File: src/rtl/clock_div_pkg.sv
// Shared definitions for the multi-channel clock divider: minimum divisor,
// channel state encoding and the divisor helper functions.
package clock_div_pkg;

    localparam int DIV_MIN = 2;

    typedef enum logic {
        ST_IDLE = 1'b0,
        ST_RUN  = 1'b1
    } ch_state_e;

    // Divisors below DIV_MIN cannot produce both a high and a low phase.
    function automatic logic [31:0] clamp_div(input logic [31:0] v);
        return (v < 32'(DIV_MIN)) ? 32'(DIV_MIN) : v;
    endfunction

    // High phase length ceil(D/2); odd divisors spend the extra cycle high.
    function automatic logic [31:0] high_phase(input logic [31:0] d);
        return (d >> 1) + {31'd0, d[0]};
    endfunction

endpackage

File: src/rtl/clock_div_multi_ch.sv
// Single divider channel: run FSM, period counter, shadowed divisor and
// registered clock/tick outputs.
//
// state   | meaning
// --------+------------------------------------------------------------
// ST_IDLE | channel stopped, outputs low, counter held at 0
// ST_RUN  | counting 0..div_act-1, a new period starts at every wrap
module clock_div_ch
    import clock_div_pkg::*;
#(
    parameter int CNT_W       = 17,
    parameter int DEFAULT_DIV = 1000
) (
    input  logic             clk,
    input  logic             rst,
    input  logic             en_i,
    input  logic             sync_i,
    input  logic             wr_i,
    input  logic [CNT_W-1:0] wr_val_i,
    output logic             clk_o,
    output logic             tick_o
);

    ch_state_e        state_q, state_d;
    logic [CNT_W-1:0] cnt_q, cnt_d;
    logic [CNT_W-1:0] div_act_q, div_act_d;
    logic [CNT_W-1:0] pend_q, pend_d;
    logic             pend_valid_q, pend_valid_d;
    logic             clk_q, clk_d;
    logic             tick_q, tick_d;

    logic             boundary;
    logic [CNT_W-1:0] cnt_inc;
    logic [CNT_W-1:0] high_len;

    // Next-state: count within a period, start a new one at wrap/enable/sync,
    // and fold a same-cycle divisor write straight into the new period.
    always_comb begin
        state_d      = state_q;
        cnt_d        = cnt_q;
        div_act_d    = div_act_q;
        pend_d       = pend_q;
        pend_valid_d = pend_valid_q;
        clk_d        = 1'b0;
        tick_d       = 1'b0;
        boundary     = 1'b0;
        cnt_inc      = cnt_q + CNT_W'(1);
        high_len     = CNT_W'(high_phase(32'(div_act_q)));

        case (state_q)
            ST_IDLE: begin
                cnt_d = '0;
                if (en_i) boundary = 1'b1;
            end
            ST_RUN: begin
                if (!en_i) begin
                    state_d = ST_IDLE;
                    cnt_d   = '0;
                end else if (sync_i || (cnt_q == div_act_q - CNT_W'(1))) begin
                    boundary = 1'b1;
                end else begin
                    cnt_d = cnt_inc;
                    clk_d = (cnt_inc < high_len);
                end
            end
            default: begin
                state_d = ST_IDLE;
                cnt_d   = '0;
            end
        endcase

        if (boundary) begin
            state_d      = ST_RUN;
            cnt_d        = '0;
            clk_d        = 1'b1;
            tick_d       = 1'b1;
            pend_valid_d = 1'b0;
            if (wr_i) begin
                div_act_d = wr_val_i;
            end else if (pend_valid_q) begin
                div_act_d = pend_q;
            end
        end else if (wr_i) begin
            pend_d       = wr_val_i;
            pend_valid_d = 1'b1;
        end
    end

    // State and output registers with synchronous reset.
    always_ff @(posedge clk) begin
        if (rst) begin
            state_q      <= ST_IDLE;
            cnt_q        <= '0;
            div_act_q    <= CNT_W'(DEFAULT_DIV);
            pend_q       <= CNT_W'(DEFAULT_DIV);
            pend_valid_q <= 1'b0;
            clk_q        <= 1'b0;
            tick_q       <= 1'b0;
        end else begin
            state_q      <= state_d;
            cnt_q        <= cnt_d;
            div_act_q    <= div_act_d;
            pend_q       <= pend_d;
            pend_valid_q <= pend_valid_d;
            clk_q        <= clk_d;
            tick_q       <= tick_d;
        end
    end

    assign clk_o  = clk_q;
    assign tick_o = tick_q;

endmodule

File: src/rtl/clock_div_multi.sv
// N-channel programmable clock/tick divider. Holds divisor write decode,
// divisor clamping and the optional SYNC_IN fan-out.
// Optional feature macro: CLOCK_DIV_PHASE_ALIGN_EN (adds SYNC_IN phase alignment).
module clock_div_multi
    import clock_div_pkg::*;
#(
    parameter int NUM_CH      = 4,
    parameter int CNT_W       = 17,
    parameter int DEFAULT_DIV = 1000,
    localparam int CH_W       = (NUM_CH > 1) ? $clog2(NUM_CH) : 1
) (
    input  logic              CLK_IN,
    input  logic              RESET,
    input  logic [NUM_CH-1:0] CH_EN,
    input  logic              DIV_WR,
    input  logic [CH_W-1:0]   DIV_CH,
    input  logic [CNT_W-1:0]  DIV_VAL,
`ifdef CLOCK_DIV_PHASE_ALIGN_EN
    input  logic              SYNC_IN,
`endif
    output logic [NUM_CH-1:0] CLK_OUT,
    output logic [NUM_CH-1:0] TICK_OUT
);

    logic [CNT_W-1:0] div_val_clamped;
    logic             sync_all;

    // Clamp once here so every channel stores an already-legal divisor.
    always_comb begin
        div_val_clamped = CNT_W'(clamp_div(32'(DIV_VAL)));
    end

`ifdef CLOCK_DIV_PHASE_ALIGN_EN
    assign sync_all = SYNC_IN;
`else
    assign sync_all = 1'b0;
`endif

    for (genvar i = 0; i < NUM_CH; i++) begin : g_ch
        logic wr_sel;

        // Out-of-range DIV_CH matches no channel, so such writes vanish.
        always_comb begin
            wr_sel = DIV_WR && (32'(DIV_CH) == i);
        end

        clock_div_ch #(
            .CNT_W       (CNT_W),
            .DEFAULT_DIV (DEFAULT_DIV)
        ) u_ch (
            .clk      (CLK_IN),
            .rst      (RESET),
            .en_i     (CH_EN[i]),
            .sync_i   (sync_all),
            .wr_i     (wr_sel),
            .wr_val_i (div_val_clamped),
            .clk_o    (CLK_OUT[i]),
            .tick_o   (TICK_OUT[i])
        );
    end

endmodule

File: config.mk
export PLATFORM = sky130hd
export DESIGN_NAME = clock_div_multi
export DESIGN_NICKNAME = d
export VERILOG_FILES = /design/src/rtl/clock_div_pkg.sv /design/src/rtl/clock_div_multi_ch.sv /design/src/rtl/clock_div_multi.sv
export SDC_FILE = /design/constraint.sdc
export NUM_CORES = 1
export LEC_CHECK = 0
export CORE_ASPECT_RATIO = 0.9
export CORE_MARGIN = 2
export CORE_UTILIZATION = 50
export DETAILED_ROUTE_END_ITERATION = 12
export GPL_TIMING_DRIVEN = 0
export PLACE_DENSITY = 0.67
export SYNTH_ARGS = -nofsm -noshare
export SYNTH_HDL_FRONTEND = slang
export SYNTH_SLANG_ARGS = --single-unit
File: constraint.sdc
create_clock -name CLK_IN -period 8.03 [get_ports CLK_IN]
set_input_delay 1.606 -clock CLK_IN [delete_from_list [all_inputs] [get_ports CLK_IN]]
set_output_delay 1.606 -clock CLK_IN [all_outputs]
set_load 0.01 [all_outputs]
==> flow_summary.ini, run 1 <==
[run_status]
status = finished, final reports clean

[place]
hpwlAfterDp_um = 28500
io_buffers = 23
place.gp.congestion = 0.880
dp.cells = 2130

[timing]
setup_viol = 0
tns_ps = 0
finalClockSkew_ps = 19.4
slew_violations = 0
min_period_over_period_pct = 49.8
max_slew.worst_pin.slew_ps = 925
rsz0062_at_grt = false
fmax_mhz = 250
relSlewSlack_pct = 37.8
min_period_ps = 4000
finalHoldViolCount = 0

[clock_network]
cts_sinks = 220
h-tree-depth = 1
clock-root-buffer = clkbuf_16
cts_hold_buf = 0
cts_buffer_depth = 3
cts_tree = built
numCtsBuffers = 25
post_cts_buffers = 0
cts_resized = 0
clk_latency_ps = 550
clk_pin_slew_ps = 60

[critical_path]
required_ps = 8420
crit_arrival_ps = 4390
worst_r2r_endpoint = g_ch[3].u_ch.div_act_q[15]
setup.worst_path.end_class = flip-flop
r2r-start = g_ch[3].u_ch.div_act_q[2]
rr_worst_depth = 11
crit_path_start_kind = flip-flop
crit_type = flip-flop to flip-flop
critical_path.max_fanout = 10
rrSetupSlack_ps = 4030
endpoint = g_ch[3].u_ch.div_act_q[15]
crit_start = g_ch[3].u_ch.div_act_q[2]

[logic_synthesis]
synth_compound_area_share_pct = 13.6
synthAdderAreaFrac_pct = 7.08
synth_edf_count = 0
synth_flop_cell = dfxtp_1
avgSynthCellArea_um2 = 8.09
synth_fp_nets = 1853
ys_ff_latch = 220
synth_area_um2 = 14100
yosysSeqAreaShare_pct = 31.2
muxShareOfSynthArea_pct = 4.67
yosysWarningCount = 0
async_flop_share_pct = 0
synth_cells = 1747
synth_top_family_by_area = simple AND/OR/NAND/NOR gates
synth-xor-area-share_pct = 12.5
synth_simple_gate_area_share_pct = 25.6
synth_cell_types = 70

[floorplan]
dieArea_um2 = 29600
ios = 34
core.rowCount = 58
core_area_um2 = 27900
die_h_um = 164
start_util_pct = 50.7
die_w_um = 181

[finish]
nets = 1903
layout_common_cells = dfxtp_1, nand2_1, nor2_1
drive_gt1_share_pct = 5.01
final_cells = 2175
area_growth_pct = 11.3
diodes = 0
layout_commonest_cell = dfxtp_1
fillCellCount = 2607

[drt]
drt_iter0_markers = 981
vias = 12700
route.detailed.wl_per_inst_um = 17.6
postRouteAntennaNets = 0
firstDrtPassIters = 5
drc_errors = 0
vias_per_cell = 5.84
wirelength_um = 38200

[pwr]
peakVddDrop_uv = 176
powerDensity_nw_per_um2 = 169
power_leakage_nw = 6.37

[global_route]
grt_overflow = 0
grtUsageTotal_pct = 25.7
grt_pass1_wl_um = 62300
grt_pass1_vias = 11900
grt_max_degree = 14
antenna_found_initial = 0

[hold_path]
hp-class = flip-flop to flip-flop
min-delay-start = g_ch[3].u_ch.pend_q[0]

[flow_run]
maxCapViolations = 0
-- layout make-up --
cell class | instances | area, µm² | share of cell area (%)
tap | 360 | 450 | 2.86
multi-input combinational | 1349 | 8970 | 57.0
inverter | 31 | 116 | 0.740
clock buffer | 32 | 692 | 4.40
timing repair buffer | 23 | 230 | 1.46
buffer | 147 | 646 | 4.10
clock inverter | 13 | 223 | 1.42
sequential | 220 | 4400 | 28.0
-- Yosys cell counts, types with 9 or more instances --
| master | instances | area [µm²] |
|---|---|---|
| nand4_1 | 33 | 206 |
| xor2_1 | 93 | 815 |
| xnor2_1 | 107 | 937 |
| a31oi_1 | 15 | 93.8 |
| and3_1 | 98 | 613 |
| nor2b_1 | 13 | 81.3 |
| o31ai_1 | 9 | 67.6 |
| nor4_1 | 23 | 144 |
| nand2_1 | 171 | 642 |
| buf_2 | 10 | 50.1 |
| mux2i_1 | 66 | 661 |
| inv_1 | 30 | 113 |
| or3_1 | 19 | 119 |
| o21ai_0 | 48 | 240 |
| buf_4 | 11 | 82.6 |
| o21a_1 | 9 | 67.6 |
| or4_1 | 9 | 67.6 |
| clkbuf_1 | 117 | 439 |
| nand2b_1 | 10 | 62.6 |
| o211ai_1 | 10 | 75.1 |
| a41oi_1 | 13 | 114 |
| a21o_1 | 12 | 90.1 |
| a311oi_1 | 21 | 184 |
| ha_1 | 80 | 1000 |
| nor3_1 | 53 | 265 |
| dfxtp_1 | 220 | 4400 |
| a21oi_1 | 59 | 295 |
| a211oi_1 | 41 | 308 |
| nand3_1 | 81 | 405 |
| nor2_1 | 163 | 612 |
-- how the worst min path moves through the flow --
stage                              endpoint  slack (ps)  depth (start not counted)
floorplan            g_ch[3].u_ch.pend_q[1]         430                          2
global placement     g_ch[3].u_ch.pend_q[1]         450                          2
detailed placement  g_ch[3].u_ch.pend_q[10]         450                          2
CTS                  g_ch[3].u_ch.pend_q[0]         460                          2
global route         g_ch[3].u_ch.pend_q[1]         470                          2
finish               g_ch[3].u_ch.pend_q[0]         460                          2
-- layer usage --
metal	vias to the layer above	wire [µm]	global-route usage, %
li1	6309	-	-
met1	6021	18200	35.1
met2	311	17200	42.8
met3	66	1740	2.97
met4	0	1080	7.61
met5	-	0	0
-- worst max-delay path: stages (launching register included) --
cell	delay, ps
dfxtp_1	330
clkbuf_1	220
nor4_1	810
nand4_1	250
or3_1	420
a21oi_1	140
o2111ai_1	390
o21ai_1	390
and2_1	170
clkbuf_1	300
buf_2	280
a211oi_1	120
-- power by group --
group | total, mW | internal, mW | switching [mW]
combinational | 0.247 | 0.0889 | 0.158
clock | 1.27 | 0.800 | 0.473
sequential | 1.13 | 1.12 | 0.0160
-- cells by family (layout without fill, tap and decap cells) --
kind of cell	after synthesis	count (layout)
AO/OA/AOI/OAI	280	280
XOR/XNOR	201	201
adder cells (fa/ha/maj)	80	80
buffers and inverters	178	246
flip-flops	220	220
multiplexers	66	66
AND/OR/NAND/NOR	722	722
-- stage by stage --
step	setup WS [ps]	cell area (µm²)	utilization [%]	power [mW]	hold slack (ps)
after floorplan	4560	14100	-	1.32	434
after global placement	3640	14800	53.2	1.39	446
after detailed placement	3630	14800	53.2	1.40	453
after CTS	4090	15700	56.5	2.67	465
after global routing	3750	15700	56.5	2.75	473
final	4030	15700	56.5	2.65	465
-- flip-flops by register name (all words and copies together), names as in the netlist --
signal                  flops
g_ch.u_ch.cnt_q            68
g_ch.u_ch.div_act_q        68
g_ch.u_ch.pend_valid_q      4
g_ch.u_ch.state_q           4
g_ch.u_ch.pend_q           68
g_ch.u_ch.clk_o             4
g_ch.u_ch.tick_o            4
(Power assumes the default switching activity.)
==> inputs of run 2 (changes only) <==
--- a/config.mk
+++ b/config.mk
@@ -10,7 +10,7 @@
 export CORE_UTILIZATION = 50
 export DETAILED_ROUTE_END_ITERATION = 12
 export GPL_TIMING_DRIVEN = 0
-export PLACE_DENSITY = 0.67
+export PLACE_DENSITY = 0.69
 export SYNTH_ARGS = -nofsm -noshare
 export SYNTH_HDL_FRONTEND = slang
 export SYNTH_SLANG_ARGS = --single-unit
==> constraint.sdc (replaced) <==
create_clock -name CLK_IN -period 3.67 [get_ports CLK_IN]
set_input_delay 0.734 -clock CLK_IN [delete_from_list [all_inputs] [get_ports CLK_IN]]
set_output_delay 0.734 -clock CLK_IN [all_outputs]
set_load 0.01 [all_outputs]
==> run 2 against run 1 <==
Routed wire length up 0.43%; via count up 0.46%; register-to-register slack worse by 3800 ps; clock skew down 3.1 ps; combinational power up 120%; sequential power up 120%; critical path depth up 2; cell area up 1.0%; fmax up 15%; highest routed layer unchanged.
==> flow_summary.ini, run 2 (synthesized netlist as in run 1, its figures left out) <==
[pwr]
seqPwrFrac_pct = 42.2
p_int_mw = 4.44
p_clk_share_pct = 48.5
power_leakage_nw = 6.42
powerDensity_nw_per_um2 = 369
switching_share_pct = 24.3
peakVddDrop_uv = 378
comb_power_share_pct = 9.3
p_switching_mw = 1.43

[floorplan]
die_w_um = 181
die_h_um = 164
dieArea_um2 = 29600
core_area_um2 = 27900
ios = 34
start_util_pct = 50.7
core.rowCount = 58

[critical_path]
setup.worst_path.end_class = flip-flop
worst_r2r_endpoint = g_ch[2].u_ch.pend_q[15]
rrSetupSlack_ps = 200
crit_type = flip-flop to flip-flop
rr_worst_depth = 13
crit_arrival_ps = 3880
crit_path_start_kind = flip-flop
critical_path.max_fanout = 10
required_ps = 4080
r2r-start = g_ch[2].u_ch.div_act_q[0]

[finish]
stdcell_area_um2 = 15900
area_growth_pct = 12.4
nets = 1905
drive_gt1_share_pct = 6.22
layout_commonest_cell = dfxtp_1
layout_common_cells = dfxtp_1, nand2_1, nor2_1
final_cells = 2177
diodes = 0
reg_top3 = g_ch.u_ch.cnt_q: 68 flops, g_ch.u_ch.div_act_q: 68 flops, g_ch.u_ch.pend_q: 68 flops

[clock_network]
cts_sinks = 220
h-tree-depth = 1
clk_pin_slew_ps = 70
cts_hold_buf = 0
clock-root-buffer = clkbuf_16
numCtsBuffers = 25
cts_buffer_depth = 3
clk_latency_ps = 540
cts_tree = built

[timing]
min_period_ps = 3470
finalClockSkew_ps = 16.4
min_period_over_period_pct = 94.6
fmax_mhz = 288
slew_violations = 0
max_slew.worst_pin.slew_ps = 757
rsz0062_at_grt = false
relSlewSlack_pct = 49.5
finalHoldViolCount = 0
setup_viol = 0

[hold_path]
hold_path_end = g_ch[3].u_ch.pend_q[14]
hp-class = flip-flop to flip-flop
holdPathStages = 2
min-delay-start = g_ch[3].u_ch.pend_q[14]

[drt]
firstDrtPassIters = 5
route.detailed.wl_per_inst_um = 17.6
vias_per_cell = 5.86
drc_errors = 0
drt_iter0_markers = 1080
vias = 12800
postRouteAntennaNets = 0
wirelength_um = 38400

[global_route]
grt_max_degree = 14
antenna_found_initial = 0
grt_overflow = 0
grtUsageTotal_pct = 25.6
grt_pass1_wl_um = 62600
grt_pass1_vias = 12000

[place]
hpwlAfterDp_um = 28400
dp.cells = 2130
io_buffers = 23
dpl_cell_area_um2 = 14800
place.gp.congestion = 0.914

[flow_run]
maxCapViolations = 0

[run_status]
status = finished, final reports clean
-- run 2: cell count changes in the layout (fill, tap and decap cells not counted), sizes merged --
cell      previous run  this run
buf                 29        30
clkbuf             150       152
clkinv               7         5
clkinvlp             0         1
-- run 2: critical path, stage by stage (launching register included) --
cell and delay, ps:
dfxtp_1 310, clkbuf_1 200, inv_1 100, ha_1 250, nor4b_2 490, a31oi_1 110, or4_1 530, and4bb_2 350
a41oi_4 250, o21a_1 270, buf_6 140, buf_12 140, mux2i_1 160, nor2_1 60
-- run 2: cell type report --
type	instances	area, µm²
inverters	31	116
plain buffers	146	654
well taps	360	450
clock buffers	33	726
multi-input cells	1349	9070
repair buffers	26	253
clock inverters	12	216
flip-flops and latches	220	4400
fillers	2578	12000
-- run 2: how the worst max path moves through the flow --
| stage | startpoint | endpoint | cells after the start |
|---|---|---|---|
| finish | g_ch[2].u_ch.div_act_q[0] | g_ch[2].u_ch.pend_q[15] | 13 |
| floorplan | g_ch[2].u_ch.div_act_q[0] | g_ch[2].u_ch.pend_q[11] | 13 |
| global placement | g_ch[3].u_ch.div_act_q[2] | g_ch[3].u_ch.div_act_q[2] | 11 |
| detailed placement | g_ch[3].u_ch.div_act_q[2] | g_ch[3].u_ch.div_act_q[16] | 11 |
| global route | g_ch[3].u_ch.div_act_q[2] | g_ch[3].u_ch.pend_q[7] | 11 |
| CTS | g_ch[0].u_ch.div_act_q[0] | g_ch[0].u_ch.pend_q[12] | 10 |
-- run 2: power by group through the flow --
stage                     Sequential, mW  Combinational (mW)  Clock [mW]
after floorplan                     2.52               0.365           0
after global placement              2.53               0.523           0
after detailed placement            2.53               0.532           0
after CTS                           2.48               0.537        2.88
after global routing                2.48               0.598        2.98
final                               2.48               0.548        2.85
-- run 2: metrics by stage --
| step | total power, mW | util, % | hold WS [ps] | setup WS [ps] | TNS [ps] |
|---|---|---|---|---|---|
| after detailed placement | 3.06 | 53.2 | 456 | -204 | -5180 |
| after global routing | 6.06 | 57.0 | 486 | 5.79 | 0 |
| after global placement | 3.05 | 53.2 | 448 | -155 | -4650 |
| after CTS | 5.89 | 56.7 | 467 | 20.3 | 0 |
| after floorplan | 2.88 | - | 434 | 588 | 0 |
| final | 5.87 | 57.0 | 464 | 197 | 0 |
-- run 2: repair_timing --
action	in CTS	in global routing
endpoints found under the setup margin	59	86
setup buffers	0	3
pin swaps	0	3
gates resized for setup	5	22
-- run 2: per-layer routing --
metal | track usage (%) | routed length, µm
met1 | 35.1 | 18200
met2 | 42.9 | 17500
met3 | 2.70 | 1850
met4 | 6.87 | 819
met5 | 0 | 0
